**src/rtl/pipe_stall_ctrl.sv**
```systemverilog
`default_nettype none
// ============================================================================
//  Module   : pipe_stall_ctrl
//  Purpose  : Central stall/flush scheduler for the 5-stage pipeline. It
//             merges load-use hazards, which insert LOAD_BUBBLES bubbles,
//             branch flushes resolved in MEM, and data-memory wait freezes.
//             From these it produces the pipeline-register write enables and
//             the squash controls.
//  Ports    : clk, rst_n           - clock / async active-low reset
//             idex_mem_read/idex_rd - load in ID/EX and its destination
//             ifid_rn/ifid_rm       - source registers of the IF/ID instr
//             actual_branch         - taken branch resolved in MEM
//             exmem_mem_req/mem_ready - data-memory handshake
//             pc_write..memwb_write - per-stage write enables
//             control_off, if_flush, ex_flush - squash controls
//             mem_timeout           - sticky fatal memory-timeout flag
//             stall_cnt/freeze_cnt/flush_cnt - statistics counters
//  Options  : STALL_STATS_EN - when defined, the three statistics counters
//             are implemented; otherwise those ports read 0.
//  Revision : 1.0 - initial release
// ============================================================================
module pipe_stall_ctrl #(
    parameter int          LOAD_BUBBLES = 1,     // 1..7
    parameter int          MEM_TIMEOUT  = 0,     // 0 disables the timeout
    parameter logic [4:0]  ZERO_REG     = 5'd31
) (
    input  logic        clk,
    input  logic        rst_n,
    input  logic        idex_mem_read,
    input  logic [4:0]  idex_rd,
    input  logic [4:0]  ifid_rn,
    input  logic [4:0]  ifid_rm,
    input  logic        actual_branch,
    input  logic        exmem_mem_req,
    input  logic        mem_ready,
    output logic        pc_write,
    output logic        ifid_write,
    output logic        idex_write,
    output logic        exmem_write,
    output logic        memwb_write,
    output logic        control_off,
    output logic        if_flush,
    output logic        ex_flush,
    output logic        mem_timeout,
    output logic [31:0] stall_cnt,
    output logic [31:0] freeze_cnt,
    output logic [15:0] flush_cnt
);

    typedef enum logic [1:0] {
        ST_RUN    = 2'd0,
        ST_BUBBLE = 2'd1,
        ST_ERR    = 2'd2
    } state_t;

    localparam logic [2:0]  c_bub_init = 3'(LOAD_BUBBLES - 1);
    localparam logic [31:0] c_timeout  = 32'(MEM_TIMEOUT);

    state_t      r_state;
    state_t      w_state_nxt;
    logic [2:0]  r_bub_cnt;
    logic [2:0]  w_bub_nxt;
    logic [31:0] r_wait_cnt;
    logic [31:0] w_wait_nxt;

    logic w_freeze;
    logic w_hazard;
    logic w_pc, w_ifid, w_idex, w_exmem, w_memwb;
    logic w_ctrl_off, w_if_flush, w_ex_flush;
    logic w_stall_ev, w_freeze_ev, w_flush_ev;

    assign w_freeze = exmem_mem_req & ~mem_ready;
    assign w_hazard = idex_mem_read & (idex_rd != ZERO_REG) &
                      ((idex_rd == ifid_rn) | (idex_rd == ifid_rm));

    // Priority: ERR > freeze > branch > BUBBLE > hazard
    always_comb begin
        w_pc        = 1'b1;
        w_ifid      = 1'b1;
        w_idex      = 1'b1;
        w_exmem     = 1'b1;
        w_memwb     = 1'b1;
        w_ctrl_off  = 1'b0;
        w_if_flush  = 1'b0;
        w_ex_flush  = 1'b0;
        w_state_nxt = r_state;
        w_bub_nxt   = r_bub_cnt;
        w_wait_nxt  = 32'd0;            // cleared on any non-freeze cycle
        w_stall_ev  = 1'b0;
        w_freeze_ev = 1'b0;
        w_flush_ev  = 1'b0;

        if (r_state == ST_ERR) begin
            w_pc    = 1'b0;
            w_ifid  = 1'b0;
            w_idex  = 1'b0;
            w_exmem = 1'b0;
            w_memwb = 1'b0;
        end else if (w_freeze) begin
            // Whole pipe holds; state and bubble count are preserved.
            w_pc        = 1'b0;
            w_ifid      = 1'b0;
            w_idex      = 1'b0;
            w_exmem     = 1'b0;
            w_memwb     = 1'b0;
            w_freeze_ev = 1'b1;
            w_wait_nxt  = (r_wait_cnt == '1) ? r_wait_cnt : r_wait_cnt + 32'd1;
            if ((c_timeout != 32'd0) && (w_wait_nxt == c_timeout))
                w_state_nxt = ST_ERR;
        end else if (actual_branch) begin
            // Squashes the hazard-causing instructions, so pending bubbles go.
            w_if_flush  = 1'b1;
            w_ex_flush  = 1'b1;
            w_ctrl_off  = 1'b1;
            w_flush_ev  = 1'b1;
            w_bub_nxt   = 3'd0;
            w_state_nxt = ST_RUN;
        end else if (r_state == ST_BUBBLE) begin
            // Load already left ID/EX; sequencing is driven by the count only.
            w_pc       = 1'b0;
            w_ifid     = 1'b0;
            w_ctrl_off = 1'b1;
            w_stall_ev = 1'b1;
            w_bub_nxt  = r_bub_cnt - 3'd1;
            if (r_bub_cnt == 3'd1)
                w_state_nxt = ST_RUN;
        end else if (w_hazard) begin
            // First bubble is inserted in the detection cycle itself.
            w_pc       = 1'b0;
            w_ifid     = 1'b0;
            w_ctrl_off = 1'b1;
            w_stall_ev = 1'b1;
            if (LOAD_BUBBLES > 1) begin
                w_state_nxt = ST_BUBBLE;
                w_bub_nxt   = c_bub_init;
            end
        end
    end

    always_ff @(posedge clk or negedge rst_n) begin
        if (!rst_n) begin
            r_state    <= ST_RUN;
            r_bub_cnt  <= 3'd0;
            r_wait_cnt <= 32'd0;
        end else begin
            r_state    <= w_state_nxt;
            r_bub_cnt  <= w_bub_nxt;
            r_wait_cnt <= w_wait_nxt;
        end
    end

    // Everything is forced low while reset is asserted, enables included.
    assign pc_write    = rst_n & w_pc;
    assign ifid_write  = rst_n & w_ifid;
    assign idex_write  = rst_n & w_idex;
    assign exmem_write = rst_n & w_exmem;
    assign memwb_write = rst_n & w_memwb;
    assign control_off = rst_n & w_ctrl_off;
    assign if_flush    = rst_n & w_if_flush;
    assign ex_flush    = rst_n & w_ex_flush;
    assign mem_timeout = rst_n & (r_state == ST_ERR);

`ifdef STALL_STATS_EN
    logic [31:0] r_stall_cnt;
    logic [31:0] r_freeze_cnt;
    logic [15:0] r_flush_cnt;

    always_ff @(posedge clk or negedge rst_n) begin
        if (!rst_n) begin
            r_stall_cnt  <= 32'd0;
            r_freeze_cnt <= 32'd0;
            r_flush_cnt  <= 16'd0;
        end else begin
            if (w_stall_ev && (r_stall_cnt != '1))
                r_stall_cnt <= r_stall_cnt + 32'd1;
            if (w_freeze_ev && (r_freeze_cnt != '1))
                r_freeze_cnt <= r_freeze_cnt + 32'd1;
            if (w_flush_ev && (r_flush_cnt != '1))
                r_flush_cnt <= r_flush_cnt + 16'd1;
        end
    end

    assign stall_cnt  = r_stall_cnt;
    assign freeze_cnt = r_freeze_cnt;
    assign flush_cnt  = r_flush_cnt;
`else
    logic w_unused_ev;
    assign w_unused_ev = w_stall_ev | w_freeze_ev | w_flush_ev;
    assign stall_cnt   = 32'd0;
    assign freeze_cnt  = 32'd0;
    assign flush_cnt   = 16'd0;
`endif

endmodule
`default_nettype wire

```
**config.mk**
```make
export PLATFORM = sky130hd
export DESIGN_NAME = pipe_stall_ctrl
export DESIGN_NICKNAME = d
export VERILOG_FILES = /design/src/rtl/pipe_stall_ctrl.sv
export SDC_FILE = /design/constraint.sdc
export NUM_CORES = 1
export LEC_CHECK = 0
export CELL_PAD_IN_SITES_DETAIL_PLACEMENT = 2
export CELL_PAD_IN_SITES_GLOBAL_PLACEMENT = 2
export CORE_MARGIN = 1.5
export CORE_UTILIZATION = 11
export DETAILED_ROUTE_END_ITERATION = 10
export PLACE_DENSITY_LB_ADDON = 0.1
export SYNTH_ARGS = -nofsm -noshare
export SYNTH_HDL_FRONTEND = slang
export SYNTH_SLANG_ARGS = --single-unit
```
**constraint.sdc**
```tcl
create_clock -name clk -period 1.45 [get_ports clk]
set_clock_uncertainty 0.2 [all_clocks]
set_input_delay 0.2175 -clock clk [delete_from_list [all_inputs] [get_ports clk]]
set_output_delay 0.2175 -clock clk [all_outputs]
set_load 0.02 [all_outputs]
```
; Word-level counts from Yosys, hierarchy flattened
; Index checks and enable logic that the tools add are counted.
[classes]
reduce_logical = 4
div_mod_pow = 0
bitwise = 12
n_shift = 0
eq_ne = 6
muxes = 20
n_mul = 0
add_sub_neg = 1
magnitude_cmp = 0
[op_table]
columns = cell, n
row1 = 1-bit 2-to-1 mux, 15
row2 = 5-bit equality test, 2
row3 = 1-bit AND, 8
row4 = 2-bit 2-to-1 mux, 3
row5 = 3-bit 2-to-1 mux, 2
row6 = "5-bit inequality test, second input constant", 1
row7 = 4-bit AND reduction, 1
row8 = 2-bit nonzero test, 2
row9 = "3-bit by 1-bit equality test with 1-bit output, second input constant", 1
row10 = 1-bit inverter, 3
row11 = 3-bit AND reduction, 1
row12 = "3-bit by 1-bit subtractor with 3-bit output, second input constant", 1
row13 = "2-bit by 1-bit equality test with 1-bit output, second input constant", 1
row14 = "2-bit equality test, second input constant", 1
row15 = 1-bit bitwise OR, 1
[word_totals]
inputBits = 21
regBits = 5
memories = 0
rom_bits = 0
ramBits = 0
latch_bits = 0

; Longest topological paths before layout
[depth]
word_depth = 9
mapped_depth = 5
ltp_nobuf = 4

; Worst setup path after synthesis
; Ideal clock, no wire load.
[synth_path]
kind = input to output
from = in mem_ready
to = out control_off
slack_ns = -0.600
t_arrival_ns = 1.633
cell_stages = 4
n_path_buf = 0
path_cell_list = inv_1 -> a21boi_0 -> and2_1 -> o21bai_1
[synth_via]
elab_chain_len = 5
[synth_lines]
columns = element, line_no
row1 = start: declaration, 35  ; input logic mem_ready,
row2 = 1-bit inverter, 72  ; assign w_freeze = exmem_mem_req & ~mem_ready;
row3 = 1-bit AND, 72
row4 = 1-bit 2-to-1 mux, 99  ; end else if (w_freeze) begin
row5 = 1-bit 2-to-1 mux, 93  ; if (r_state == ST_ERR) begin
row6 = 1-bit AND, 158  ; assign control_off = rst_n & w_ctrl_off;
row7 = end: declaration, 41  ; output logic control_off,
; Every way passes these cells.

; Worst setup path after layout
[layout_path]
from = in ifid_rm[3]
to = out pc_write
[layout_via]
elab_chain_len = 9
[layout_lines]
columns = element, line_no
row1 = start: declaration, 32  ; input logic [4:0] ifid_rm,
row2 = 5-bit equality test, 74  ; ((idex_rd == ifid_rn) | (idex_rd == ifid_rm));
row3 = 1-bit bitwise OR, 74
row4 = 1-bit AND, 73  ; assign w_hazard = idex_mem_read & (idex_rd != ZERO_REG) &
row5 = 1-bit 2-to-1 mux, 127  ; end else if (w_hazard) begin
row6 = 1-bit 2-to-1 mux, 118  ; end else if (r_state == ST_BUBBLE) begin
row7 = 1-bit 2-to-1 mux, 110  ; end else if (actual_branch) begin
row8 = 1-bit 2-to-1 mux, 99
row9 = 1-bit 2-to-1 mux, 93
row10 = 1-bit AND, 153  ; assign pc_write = rst_n & w_pc;
row11 = end: declaration, 36  ; output logic pc_write,
; Every way passes these cells.

==> metrics.cfg <==
[floorplan]
start_util=0.113
rows=31
coreArea_sq_um=7180
die_area_sq_um=7880
fp.dieH_um=88.8
die_w_um=88.8
ios=110

[routing]
firstDrtPassIters=2
wl_per_cell_um=8.19
routed.top_layer=met4
vias_per_cell=2.21
met2RoutedLength_um=1280
drc=0
met3_length_um=167
routed_wirelength_um=1950
drt_iter0_drc=3
ant_nets=0
drt-met1-wl_um=465
vias=526

[timing]
maxSlewViolCount=0
hold_viol=0
fmax_mhz=595
min_period_ns=1.68
layout_setup_ws_ns=-0.232
grt_setup_unrepaired=yes
setup_viol=3
setup-tns-final_ns=-0.596
period_share=1.16

[worst_setup_path]
crit_required_ns=1.03
critPathCaptureType=primary output
cp.depth=6
start_kind=input port
slowest_delay_ns=0.33
crit_arrival_ns=1.26
crit_fanout=2
crit_path_frequent_cell=buf_6
critPathBufInv=2
path_class=input port to primary output
path_delay_family=compound AO/OA/AOI/OAI gates
critPathSlowestCell=o31a_1
crit_chain=buf_6 > xor2_1 > nor3_2 > a22oi_2 > o31a_1 > buf_6

[pwr]
switching_share=0.737
power.density_nw_per_um2=388
power_frac_seq=0
p_switching_uw=264
comb_power_share=1.000
clkPwrFrac=0
p_total_uw=359
p_int_uw=94.5
irDropWorstVdd_mv=0.0421
leakagePower_nw=0.511

[placement]
dp_hpwl_um=1830
numPortBuffers=28
gp_congestion=0.628

[final_layout]
seqCellArea_sq_um=0
seq_cell_count=0
syn2layout_area_growth_pct=14.4
nClkBuffers=0
nets=161
drive_above_1_share=0.254
final_core_util=0.129

[global_route]
grt.overflow.total=0
gr-usage-all-layers=0.0387
grt_pass1_vias=430
grt_pass1_wl_um=2350
grt_max_degree=5
grt_antenna_before_repair=1

[logic_synthesis]
ys_seq_area_frac=0
syn_avg_cell_area_sq_um=7.36
synthesis.area_sq_um=810
synth.distinct_cells=15
yosysWarnings=0
syn_inst=110

[hold_path]
min_path_cells=5
min-delay-path-class=input port to primary output
hold_end=ifid_write
hp-start=mem_ready

[clocking]
cts_hold_buf=0

[run_status]
run_status=finished with violations
violations=setup timing

[job]
drv_cap=0

stage by stage:
stage               cells  setup WS, ns  hold WS, ns  area (sq um)
floorplan             190        -0.146        0.332          1120
global placement      234         -1.13         1.36           896
detailed placement    234         -1.08         1.35           896
CTS                   236        -0.289        0.779           898
global route          238        -0.274        0.760           926
finish                238        -0.232        0.732           926
layout make-up:
class / instances / area (sq um)
multi-input cells: 104 / 508
fillers: 888 / 6250
well taps: 99 / 124
repair buffers: 33 / 288
inverters: 1 / 3.75
diodes: 1 / 2.50
cell usage after synthesis, drive strengths merged:
| master | n | area [sq um] |
|---|---|---|
| o31a | 1 | 8.76 |
| conb | 1 | 3.75 |
| and2 | 1 | 6.26 |
| xor2 | 10 | 87.6 |
| nor3 | 2 | 10.0 |
| buf | 85 | 638 |
| inv | 1 | 3.75 |
| a22oi | 1 | 7.51 |
| a21boi | 1 | 7.51 |
| nand3 | 1 | 5.00 |
| nand2 | 1 | 3.75 |
| o211ai | 1 | 7.51 |
| o21ai | 1 | 5.00 |
| o21bai | 1 | 7.51 |
| nor2 | 2 | 7.51 |
power by group through the flow:
stage / registers [mW] / logic [mW] / clock network [mW]
2_1_floorplan: 0 / 0.415 / 0
3_5_place_dp: 0 / 0.341 / 0
6_report: 0 / 0.359 / 0.0000000925
4_1_cts: 0 / 0.337 / 0
3_3_place_gp: 0 / 0.343 / 0
5_1_grt: 0 / 0.387 / 0.0000000923
what timing repair did:
item                                   CTS  global route
pin swaps                               14            10
buffers inserted                         2             1
setup endpoints to repair                8             8
gates resized for setup                101            21
endpoints found under the hold margin    0             0
worst max-delay path by stage:
stage | startpoint | end | slack (ns)
final | ifid_rm[3] | pc_write | -0.23
after global routing | ifid_rm[3] | ifid_write | -0.27
after CTS | ifid_rm[4] | ifid_write | -0.29
after detailed placement | idex_rd[3] | ifid_write | -1.08
after global placement | idex_rd[2] | ifid_write | -1.13
after floorplan | idex_rd[3] | pc_write | -0.15
layer usage:
layer	vias up	GRT usage
met5	-	0
li1	233	-
met3	2	0.00187
met4	0	0.0156
met1	248	0.0402
met2	43	0.0792
cells by family (layout without fill, tap and decap cells):
kind of cell           Yosys count  after routing  synth area share
buffers and inverters           86             34             0.793
XOR/XNOR                        10             10             0.108
AND/OR/NAND/NOR                  7              7            0.0402
AO/OA/AOI/OAI                    6              6            0.0541
other                            1             82           0.00463
layout by cell type (no fill, tap or decap), types with 2 or more instances in the layout:
master,n
conb_1,81
clkbuf_2,4
clkdlybuf4s15_1,3
buf_4,7
nor3_2,2
buf_6,12
buf_2,4
nor2_1,2
xor2_1,10
(Power assumes the default switching activity.)
